[config.mk]
export PLATFORM = sky130hd
export DESIGN_NAME = max_spi_arbiter
export DESIGN_NICKNAME = d
export VERILOG_FILES = /design/src/rtl/max_spi_arbiter.sv
export SDC_FILE = /design/constraint.sdc
export NUM_CORES = 1
export LEC_CHECK = 0
export ABC_AREA = 1
export BUFFER_PORTS_ARGS = -buffer_cell sky130_fd_sc_hd__buf_2
export CAP_MARGIN = 5
export CORE_UTILIZATION = 52
export CTS_BUF_LIST = sky130_fd_sc_hd__clkbuf_4
export DETAILED_ROUTE_END_ITERATION = 16
export HOLD_SLACK_MARGIN = 0.1
export PLACE_DENSITY = 0.83
export SYNTH_ARGS = -nofsm -noshare
export SYNTH_HDL_FRONTEND = slang
export SYNTH_SLANG_ARGS = --single-unit
[constraint.sdc]
create_clock -name clk_in -period 2.9 [get_ports clk_in]
set_input_delay 0.87 -clock clk_in [delete_from_list [all_inputs] [get_ports clk_in]]
set_output_delay 0.87 -clock clk_in [all_outputs]
set_load 0.1 [all_outputs]
[src/rtl/max_spi_arbiter.sv]
// Round-robin arbiter sharing the MAX3421E SPI register engine among NUM_REQ requesters.
// Optional grant-to-done timeout with abort is enabled by defining MAX_SPI_ARB_TIMEOUT_EN.
module max_spi_arbiter #(
  parameter int NUM_REQ        = 3,
  parameter int TIMEOUT_CYCLES = 1024
) (
  input  logic                 clk_in,
  input  logic                 rst_n_in,
  input  logic [NUM_REQ-1:0]   req_in,
  input  logic [NUM_REQ-1:0]   lock_in,
  input  logic [NUM_REQ-1:0]   wr_in,
  input  logic [5*NUM_REQ-1:0] addr_in,
  input  logic [8*NUM_REQ-1:0] wdata_in,
  output logic [NUM_REQ-1:0]   gnt_out,
  output logic [NUM_REQ-1:0]   done_out,
  output logic [NUM_REQ-1:0]   err_out,
  output logic [7:0]           rdata_out,
  output logic                 spi_valid_out,
  input  logic                 spi_ready_in,
  output logic [7:0]           spi_cmd_out,
  output logic [7:0]           spi_data_out,
  input  logic                 spi_done_in,
  input  logic [7:0]           spi_rdata_in,
  output logic                 spi_abort_out
);

  localparam int IW = (NUM_REQ > 1) ? $clog2(NUM_REQ) : 1;

  typedef enum logic [1:0] {
    IDLE    = 2'd0,
    ISSUE   = 2'd1,
    WAIT    = 2'd2,
    RELEASE = 2'd3
  } state_t;

  state_t               state_q, state_d;
  logic [IW-1:0]        rr_q, rr_d;
  logic [IW-1:0]        owner_q, owner_d;
  logic [NUM_REQ-1:0]   gnt_q, gnt_d;
  logic [NUM_REQ-1:0]   done_q, done_d;
  logic                 valid_q, valid_d;
  logic [7:0]           cmd_q, cmd_d;
  logic [7:0]           data_q, data_d;
  logic [7:0]           rdata_q, rdata_d;
  logic [IW-1:0]        sel_s;
  logic                 done_hit_s;

  // First requesting index strictly after ptr, wrapping; ptr itself is checked last.
  function automatic logic [IW-1:0] rr_pick(input logic [NUM_REQ-1:0] req,
                                            input logic [IW-1:0] ptr);
    logic [IW-1:0] pick;
    logic          found;
    int            idx;
    pick  = ptr;
    found = 1'b0;
    for (int off = 1; off <= NUM_REQ; off++) begin
      idx = (int'(ptr) + off) % NUM_REQ;
      if (!found && req[idx]) begin
        pick  = IW'(idx);
        found = 1'b1;
      end
    end
    return pick;
  endfunction

  function automatic logic [NUM_REQ-1:0] onehot(input logic [IW-1:0] idx);
    logic [NUM_REQ-1:0] oh;
    oh      = '0;
    oh[idx] = 1'b1;
    return oh;
  endfunction

  function automatic logic [7:0] make_cmd(input logic [IW-1:0] idx);
    int i;
    i = int'(idx);
    return {addr_in[5*i +: 5], 1'b0, wr_in[i], 1'b0};
  endfunction

  function automatic logic [7:0] make_data(input logic [IW-1:0] idx);
    int i;
    i = int'(idx);
    return wr_in[i] ? wdata_in[8*i +: 8] : 8'h00;
  endfunction

  assign sel_s      = rr_pick(req_in, rr_q);
  // A done coincident with the command accept counts as completion.
  assign done_hit_s = ((state_q == WAIT) && spi_done_in) ||
                      ((state_q == ISSUE) && spi_ready_in && spi_done_in);

`ifdef MAX_SPI_ARB_TIMEOUT_EN
  localparam int CW = $clog2(TIMEOUT_CYCLES + 1);
  logic [CW-1:0]      cnt_q, cnt_d;
  logic [NUM_REQ-1:0] err_q, err_d;
  logic               abort_q, abort_d;
`endif

  always_comb begin
    state_d = state_q;
    rr_d    = rr_q;
    owner_d = owner_q;
    gnt_d   = gnt_q;
    valid_d = valid_q;
    cmd_d   = cmd_q;
    data_d  = data_q;
    rdata_d = rdata_q;
    done_d  = '0;
`ifdef MAX_SPI_ARB_TIMEOUT_EN
    cnt_d   = cnt_q;
    err_d   = '0;
    abort_d = 1'b0;
`endif
    case (state_q)
      IDLE: begin
        if (|req_in) begin
          owner_d = sel_s;
          gnt_d   = onehot(sel_s);
          cmd_d   = make_cmd(sel_s);
          data_d  = make_data(sel_s);
          valid_d = 1'b1;
          state_d = ISSUE;
        end else begin
          state_d = IDLE;
        end
      end
      ISSUE: begin
        if (spi_ready_in) begin
          valid_d = 1'b0;
          state_d = WAIT;
        end else begin
          state_d = ISSUE;
        end
      end
      WAIT: begin
        state_d = WAIT;
      end
      RELEASE: begin
        if (lock_in[owner_q] && req_in[owner_q]) begin
          cmd_d   = make_cmd(owner_q);
          data_d  = make_data(owner_q);
          valid_d = 1'b1;
          state_d = ISSUE;
        end else begin
          gnt_d   = '0;
          state_d = IDLE;
        end
      end
      default: begin
        gnt_d   = '0;
        valid_d = 1'b0;
        state_d = IDLE;
      end
    endcase

    if (done_hit_s) begin
      rdata_d = spi_rdata_in;
      done_d  = gnt_q;
      rr_d    = owner_q;
      valid_d = 1'b0;
      state_d = RELEASE;
    end else begin
      done_d  = '0;
    end

`ifdef MAX_SPI_ARB_TIMEOUT_EN
    if ((state_q == ISSUE) || (state_q == WAIT)) begin
      if (!done_hit_s && (cnt_q == CW'(TIMEOUT_CYCLES - 1))) begin
        err_d   = gnt_q;
        abort_d = 1'b1;
        gnt_d   = '0;
        valid_d = 1'b0;
        rr_d    = owner_q;
        cnt_d   = '0;
        state_d = IDLE;
      end else begin
        cnt_d   = cnt_q + CW'(1);
      end
    end else begin
      cnt_d = '0;
    end
`endif
  end

  // Arbiter state and all registered outputs.
  always_ff @(posedge clk_in or negedge rst_n_in) begin
    if (!rst_n_in) begin
      state_q <= IDLE;
      rr_q    <= IW'(NUM_REQ - 1);
      owner_q <= '0;
      gnt_q   <= '0;
      done_q  <= '0;
      valid_q <= 1'b0;
      cmd_q   <= 8'h00;
      data_q  <= 8'h00;
      rdata_q <= 8'h00;
    end else begin
      state_q <= state_d;
      rr_q    <= rr_d;
      owner_q <= owner_d;
      gnt_q   <= gnt_d;
      done_q  <= done_d;
      valid_q <= valid_d;
      cmd_q   <= cmd_d;
      data_q  <= data_d;
      rdata_q <= rdata_d;
    end
  end

`ifdef MAX_SPI_ARB_TIMEOUT_EN
  // Grant-to-done watchdog and its error/abort pulses.
  always_ff @(posedge clk_in or negedge rst_n_in) begin
    if (!rst_n_in) begin
      cnt_q   <= '0;
      err_q   <= '0;
      abort_q <= 1'b0;
    end else begin
      cnt_q   <= cnt_d;
      err_q   <= err_d;
      abort_q <= abort_d;
    end
  end

  assign err_out       = err_q;
  assign spi_abort_out = abort_q;
`else
  assign err_out       = '0;
  assign spi_abort_out = 1'b0;
`endif

  assign gnt_out       = gnt_q;
  assign done_out      = done_q;
  assign rdata_out     = rdata_q;
  assign spi_valid_out = valid_q;
  assign spi_cmd_out   = cmd_q;
  assign spi_data_out  = data_q;

endmodule

Yosys cells after proc, flatten, opt, wreduce, memory -nomap -nowiden --
Index checks and enable logic that the tools add are counted.
Word-level totals: flip-flop bits (word level) 37, input bits 60, word-level logic and storage cells 102
Operators by class: add/sub/neg operators 3, multiply operators 2, div/mod/pow operators 3, $lt $le $gt $ge 8, equality and inequality tests 9, shift operators 4, muxes and demuxes 46, reductions and logical operators 18
Operator list (count):
- $lt A32 B4 Y1 const B | 3
- $mod A32 B3 Y32 const B | 3
- $mux W8 | 6
- $shiftx A24 B6 Y8 | 2
- $pmux W8 S2 | 2
- $shiftx A15 B6 Y5 | 2
- $mux W1 | 19
- $bmux W1 S2 | 7
- $lt A2 B3 Y1 const B | 4
- $mul A3 B2 Y5 const A | 2
- $mux W2 | 5
- $mux W3 | 3
- $ne A3 B3 Y1 const B | 3
- $pmux W2 S4 | 1
- $logic_and A1 B1 Y1 | 7
- $add A2 B2 Y3 const B | 2
- $ne A2 B2 Y1 const B | 3
- $pmux W3 S2 | 1
- $reduce_and A3 Y1 | 2
- $eq A2 B2 Y1 const B | 2
- $reduce_and A4 Y1 | 1
- $reduce_bool A4 Y1 | 1
- $add A2 B1 Y3 const B | 1
- $pmux W1 S3 | 1
- other kinds (9) | 10

Logic depth before layout (Yosys ltp) --
Gate-level depths: netlist of the first run.
word-level depth 18, gate-level depth with buffers 17, mapped depth without buffers 16

Least setup slack after synthesis of the first run --
Ideal clock, no wire load.
path type in2reg, from in req_in[1], to reg cmd_q[1] (netlist: spi_cmd_out[1]), setup time 0.118 ns, arrival time 1.970 ns, data required time 2.782 ns, slack 0.812 ns, cell stages on the path 13, buffers on the path 1, cells stage by stage nand2_1 -> nand3_2 -> nand2_4 -> nand3_4 -> inv_2 -> nand2_1 -> nand2_2 -> buf_6 -> inv_2 -> nand3_2 -> nand2_4 -> o21bai_1 -> inv_1
Between the ends: longest elaborated chain between the ends 14, elaborated cells between the ends (all ways) 29, those cells by class eq/ne (2); mux (20); reduce/logical (7)
Ends and longest elaborated chain:
- start, declared | RTL line 9 | input logic [NUM_REQ-1:0] req_in,
- $bmux W1 S2 | RTL line 58 | if (!found && req[idx]) begin
- $mux W1 (not written as such) (2 in a row) | RTL line 58
- $mux W1 | RTL line 58
- $logic_not A1 Y1 | RTL line 58
- $logic_and A1 B1 Y1 | RTL line 58
- $mux W1 | RTL line 58
- $logic_not A1 Y1 | RTL line 58
- $logic_and A1 B1 Y1 | RTL line 58
- $mux W2 | RTL line 58
- $bmux W1 S2 | RTL line 76 | return {addr_in[5*i +: 5], 1'b0, wr_in[i], 1'b0};
- $mux W1 (not written as such) | RTL line 76
- $mux W8 | RTL line 114 | if (|req_in) begin
- $pmux W8 S2 | RTL line 112 | case (state_q)
- end signal, assigned | RTL line 202 | cmd_q <= cmd_d;
- end, declared | RTL line 42 | logic [7:0] cmd_q, cmd_d;
Several ways; a longest one is shown, not always the timed one. The select of a mux whose other input is x is not followed. A chain may end at the register's enable or synchronous reset.

Final worst setup path of the first run --
from reg rr_q[0], to reg data_q[5] (netlist: spi_data_out[5])
Between the ends: longest elaborated chain between the ends 17, elaborated cells between the ends (all ways) 30, those cells by class add/sub (3); div (3); shift (1); mux (19); reduce/logical (4)
Ends and longest elaborated chain:
- start, declared | RTL line 37 | logic [IW-1:0] rr_q, rr_d;
- start signal, assigned | RTL line 187 | rr_q <= IW'(NUM_REQ - 1);
- start signal, assigned | RTL line 197 | rr_q <= rr_d;
- $add A2 B1 Y3 | RTL line 57 | idx = (int'(ptr) + off) % NUM_REQ;
- $mod A32 B3 Y32 | RTL line 57
- $bmux W1 S2 | RTL line 58
- $mux W1 (not written as such) (2 in a row) | RTL line 58
- $mux W1 | RTL line 58
- $logic_not A1 Y1 | RTL line 58
- $logic_and A1 B1 Y1 | RTL line 58
- $mux W1 | RTL line 58
- $logic_not A1 Y1 | RTL line 58
- $logic_and A1 B1 Y1 | RTL line 58
- $mux W2 * | RTL line 58
- parallel branches: the longest is 2 deep, another holds $shiftx A24 B6 Y8
- $mux W8 * | RTL line 82 | return wr_in[i] ? wdata_in[8*i +: 8] : 8'h00;
- $mux W8 * | RTL line 114
- $pmux W8 S2 * | RTL line 112
- end signal, assigned | RTL line 203 | data_q <= data_d;
- end, declared | RTL line 43 | logic [7:0] data_q, data_d;
Mark *: on every way between the ends. The select of a mux whose other input is x is not followed.

==> flow_metrics.env, run 1 <==
export IMPL_ys_seq_area_share_pct=33.1
export IMPL_rsz0062_at_grt="no"
export IMPL_grt_pass1_wl_um=11600
export IMPL_htree_levels=2
export IMPL_startpoint_type="flip-flop"
export IMPL_clk_path_buf_depth=2
export IMPL_nets=554
export IMPL_clock_skew_ns=0.00806
export IMPL_place_ws_ns=0.315
export IMPL_layout_common_cells="nand2_1 (110), buf_2 (88), nand3_1 (48)"
export IMPL_synth_avg_cell_area_sq_um=6.68
export IMPL_cp_arrival_ns=2.82
export IMPL_io_pins=95
export IMPL_clk_pin_slew_worst_paths_ns=0.12
export IMPL_max_freq_mhz=392
export IMPL_min_period_over_period_pct=88.0
export IMPL_wirelength_um=7050
export IMPL_dr_pass1_iters=7
export IMPL_fin_crit_ns=2.55
export IMPL_clk_latency_ns=0.34
export IMPL_die_h_um=73.4
export IMPL_whs_path_depth=2
export IMPL_cts_hold_buffers_added=0
export IMPL_worstPathRequired_ns=3.17
export IMPL_syn_area_sq_mm=0.00265
export IMPL_viasPerCell=5.34
export IMPL_grt_usage_pct=27.7
export IMPL_hold_viol_final=0
export IMPL_diodes=0
export IMPL_io_buffers=88
export IMPL_timing_setup_tns_ns=0
export IMPL_drt_iter0_markers=234
export IMPL_ant_nets=0
export IMPL_maxCapViolations=0
export IMPL_post_cts_setup_buffer_count=0
export IMPL_drv_slew=0
export IMPL_overflow=0
export IMPL_setup_violations=0
export IMPL_coreArea_sq_mm=0.00482
export IMPL_final_layout_size_suffix_gt1_share_pct=27.2
export IMPL_cts_buffers=5
export IMPL_place_congestion=0.978
export IMPL_dp_hpwl_um=5380
export IMPL_grt_pass1_vias=2639
export IMPL_cts_tree="done"
export IMPL_drc_errors=0
export IMPL_fill_cells=437
export IMPL_tightest_slew_ns=0.781
export IMPL_run_status="finished clean"
export IMPL_dieArea_sq_mm=0.00539
export IMPL_row_count=25
export IMPL_max_slew_margin_rel_pct=47.9
export IMPL_dominantRegCellSynth="dfrtp_1"
export IMPL_synth_area_leaders="dfrtp_1 (32%), nand2_1 (16%), nand3_1 (9.1%)"
export IMPL_area_growth_syn_to_layout_pct=20.7
export IMPL_cts_resized_gates=0
export IMPL_die_width_um=73.4
export IMPL_synth_top_area_share_pct=32.1
export IMPL_synth_edff_count=0
export IMPL_layout_commonest_cell="nand2_1"
export IMPL_reg2reg_depth=16
export IMPL_antenna_found_initial=0
export IMPL_rrSetupSlack_ns=0.35
export IMPL_endpoint_kind="flip-flop"
export IMPL_synth_cell_types=33
export IMPL_hold_path_class="flip-flop to flip-flop"
export IMPL_wl_per_cell_um=12.8
export IMPL_ys_warn_count=0
export IMPL_vias=2954
export IMPL_cts_root_buffer="clkbuf_4"
export IMPL_seqCellArea_sq_um=877
export IMPL_grt_start_max_net_pins=36
export IMPL_clkSinkCount=35
export IMPL_path_max_fanout=12
export IMPL_setup_ws_ns=0.348
export IMPL_yosysTopAreaCell="dfrtp_1"
export IMPL_yosys_register_bits=35
export IMPL_crit_type="flip-flop to flip-flop"
export IMPL_multi_input_area_sq_mm=0.00150
export IMPL_start_util_pct=55.0
export IMPL_syn_inst=397
export IMPL_synthArstFlopShare_pct=100
[cell families after synthesis]
logic type      share of synthesized area, %
flops                                   33.1
simple gates                            37.6
other cells                            0.141
compound gates                          13.7
buf+inv                                 11.2
fa+ha+maj                               4.25
[Yosys cell counts, types with 6 or more instances]
library cell and number:
nand2_1 110, inv_2 6, nor2_1 43, nand2_2 8
ha_1 9, a21oi_2 8, nand3_1 48, buf_4 7
o21ai_0 25, a21oi_1 17, inv_1 44, dfrtp_1 34
[worst paths after layout]
check,end,startpoint
max,spi_data_out[5],rr_q[0]
min reg2reg,rdata_out[0],rdata_out[0]
max reg2reg,spi_data_out[5],rr_q[0]
max in group asynchronous,gnt_out[1],rst_n_in
min,rdata_out[0],rdata_out[0]
min in group asynchronous,spi_data_out[3],rst_n_in
[final cells by class]
type                       instances  area share [%]
multi-input combinational        300            46.8
tap                               67            2.62
clock buffer                       5            1.17
sequential                        35            27.4
timing repair buffer              92            14.7
inverter                          51            5.98
clock inverter                     3            1.37
[metal layers]
metal	vias to the layer above	global-route usage (%)	routed length (um)
met4	0	9.62	128
met2	177	47.6	3380
met5	-	0	0
met3	16	5.90	670
met1	1330	34.5	2870
li1	1431	-	-
[metrics by stage]
stage          cells  util, %  hold WS (ns)  instance area, sq um
3_3_place_gp     545     64.8         0.451                  3120
4_1_cts          553     66.4         0.487                  3200
3_5_place_dp     545     64.8         0.457                  3120
5_1_grt          553     66.4         0.510                  3200
6_report         553     66.4         0.486                  3200
2_1_floorplan    402        -         0.496                  2670
[state kept, by name, summed over array words and instances (netlist names)]
name and cells:
rdata_out 8, spi_data_out 8, spi_cmd_out 6, done_out 3, gnt_out 3, owner_q 2, rr_q 2, state_q 2
spi_valid_out 1
[critical path, cell delays in order (launching register included)]
cell	delay, ns
dfrtp_1	0.40
inv_1	0.12
ha_1	0.41
inv_2	0.10
nand2_2	0.08
nand3_2	0.09
nand2_4	0.12
nand2_2	0.07
nand2_1	0.07
nand2_1	0.06
nand2_2	0.07
nand2_2	0.17
nor2_2	0.36
nand2_1	0.08
nand2_1	0.08
nand2_1	0.06
a21oi_2	0.13
Power of run 1 is not shown: default switching activity piles up to over one toggle a cycle in this logic, so the estimate is an artifact.
==> run 2: changes to the inputs <==
Settings changed: CAP_MARGIN 5 to 20, CELL_PAD_IN_SITES_DETAIL_PLACEMENT set to 0, CELL_PAD_IN_SITES_GLOBAL_PLACEMENT set to 1, CORE_UTILIZATION 52 to 30, PLACE_DENSITY 0.83 to unset, PLACE_DENSITY_LB_ADDON set to 0.1.
==> run 2 against run 1 <==
Effect of this change: count of clock-buffer cells in the layout is the same; critical path depth fell by 3; worst setup slack better by 0.0042 ns; final cell count is 7.4% higher; sequential share of layout area decreased by 0.78 points; first-iteration DRC count shrank 61%; global-route usage shrank 9.5 points; worst hold slack worse by 0.0067 ns; utilization fell by 27 points; flip-flop and latch count stayed put.
==> flow_metrics.env, run 2 (synthesis results as in run 1) <==
export IMPL_rsz0062_at_grt="no"
export IMPL_multi_input_area_sq_mm=0.00150
export IMPL_crit_start="rr_q[1]"
export IMPL_endpoint_kind="flip-flop"
export IMPL_fill_cells=923
export IMPL_drt_iter0_markers=91
export IMPL_die_width_um=96.0
export IMPL_slowest_stage="dfstp_2"
export IMPL_overflow=0
export IMPL_clk_latency_ns=0.36
export IMPL_nets=557
export IMPL_final_layout_size_suffix_gt1_share_pct=27.6
export IMPL_r2r_end="spi_cmd_out[4]"
export IMPL_place_ws_ns=0.283
export IMPL_drc_errors=0
export IMPL_critical_path_buf_inv_count=3
export IMPL_cts_buffers=5
export IMPL_reg2reg_from="rr_q[1]"
export IMPL_startpoint_type="flip-flop"
export IMPL_seqCellArea_sq_um=877
export IMPL_clk_pin_slew_worst_paths_ns=0.14
export IMPL_drv_slew=0
export IMPL_dp_hpwl_um=6140
export IMPL_max_slew_margin_rel_pct=42.5
export IMPL_setup_violations=0
export IMPL_max_freq_mhz=392
export IMPL_wirelength_um=8120
export IMPL_start_util_pct=31.6
export IMPL_cts_root_buffer="clkbuf_4"
export IMPL_fin_crit_ns=2.55
export IMPL_cts_hold_buffers_added=0
export IMPL_io_pins=95
export IMPL_antenna_found_initial=0
export IMPL_rrSetupSlack_ns=0.35
export IMPL_maxCapViolations=0
export IMPL_worstPathRequired_ns=3.18
export IMPL_htree_levels=2
export IMPL_place_congestion=0.914
export IMPL_clk_path_buf_depth=2
export IMPL_layout_common_cells="nand2_1 (110), buf_2 (88), nand3_1 (48)"
export IMPL_setup_ws_ns=0.352
export IMPL_final_area_sq_mm=0.00329
export IMPL_viasPerCell=4.69
export IMPL_cts_tree="done"
export IMPL_cp_arrival_ns=2.83
export IMPL_dieArea_sq_mm=0.00922
export IMPL_coreArea_sq_mm=0.00838
export IMPL_clkSinkCount=35
export IMPL_hp_start="rdata_out[4]"
export IMPL_tightest_slew_ns=0.862
export IMPL_io_buffers=88
export IMPL_path_max_fanout=12
export IMPL_row_count=33
export IMPL_path_cells="inv_1 -> ha_1 -> inv_2 -> nand3_2 -> nand2_4 -> nand3_4 -> inv_2 -> nand2_1 -> nand2_2 -> nand2_2 -> nand2_1 -> nand3_1 -> a21oi_1"
export IMPL_worst_path_largest_cell_delay_ns=0.59
export IMPL_cts_resized_gates=0
export IMPL_post_cts_setup_buffer_count=0
export IMPL_run_status="finished clean"
export IMPL_path_delay_family="simple AND/OR/NAND/NOR gates"
export IMPL_layout_commonest_cell="nand2_1"
export IMPL_dr_pass1_iters=4
export IMPL_min_period_over_period_pct=87.9
export IMPL_crit_end="spi_cmd_out[4]"
export IMPL_grt_start_max_net_pins=36
export IMPL_timing_setup_tns_ns=0
export IMPL_diodes=0
export IMPL_wl_per_cell_um=13.7
export IMPL_hold_viol_final=0
export IMPL_hold_path_class="flip-flop to flip-flop"
export IMPL_reg2reg_depth=13
export IMPL_worst_path_stages=13
export IMPL_clock_skew_ns=0.0167
export IMPL_grt_pass1_wl_um=12800
export IMPL_area_growth_syn_to_layout_pct=24.3
export IMPL_vias=2788
export IMPL_die_h_um=96.0
export IMPL_placed_cell_area_sq_mm=0.00319
export IMPL_ant_nets=0
export IMPL_grt_usage_pct=18.2
export IMPL_grt_pass1_vias=2564
export IMPL_crit_type="flip-flop to flip-flop"
-- run 2: cell count changes in the layout (fill, tap and decap cells not counted), sizes merged --
cell and change:
clkinvlp +1, bufinv +1, buf +3, clkinv -2
-- run 2: layer usage --
metal	global-route usage, %	vias up	wire, um
met3	2.92	5	362
met1	25.0	1274	3950
met5	0	-	0
li1	-	1440	-
met2	30.3	69	3760
met4	3.36	0	51
-- run 2: area by class of cell --
cell class / instances / area share, %
Clock buffer: 5 / 1.14
Clock inverter: 3 / 2.05
Inverter: 51 / 5.81
Multi-Input combinational cell: 300 / 45.4
Sequential cell: 35 / 26.6
Tap cell: 105 / 3.99
Timing Repair Buffer: 95 / 15.0
-- run 2: worst register-to-register path: stages, from the launching register on --
cell     delay [ns]
dfstp_2        0.59
inv_1          0.08
ha_1           0.29
inv_2          0.14
nand3_2        0.12
nand2_4        0.12
nand3_4        0.11
inv_2          0.09
nand2_1        0.07
nand2_2        0.23
nand2_2        0.17
nand2_1        0.19
nand3_1        0.11
a21oi_1        0.15
-- run 2: through the flow --
step | hold WS (ns) | std cells | utilization (%)
3_5_place_dp | 0.457 | 586 | 38.1
5_1_grt | 0.506 | 594 | 39.3
3_3_place_gp | 0.450 | 586 | 38.1
6_report | 0.479 | 594 | 39.3
4_1_cts | 0.489 | 594 | 39.3
2_1_floorplan | 0.496 | 402 | -
-- run 2: how the worst min path moves through the flow --
stage,end,slack (ns),cells after the start
floorplan,owner_q[1],0.50,2
global placement,rdata_out[5],0.45,2
detailed placement,rdata_out[2],0.46,2
CTS,rdata_out[4],0.49,2
global route,rdata_out[0],0.51,2
finish,rdata_out[4],0.48,2
Power of run 2 is left out for the same reason.
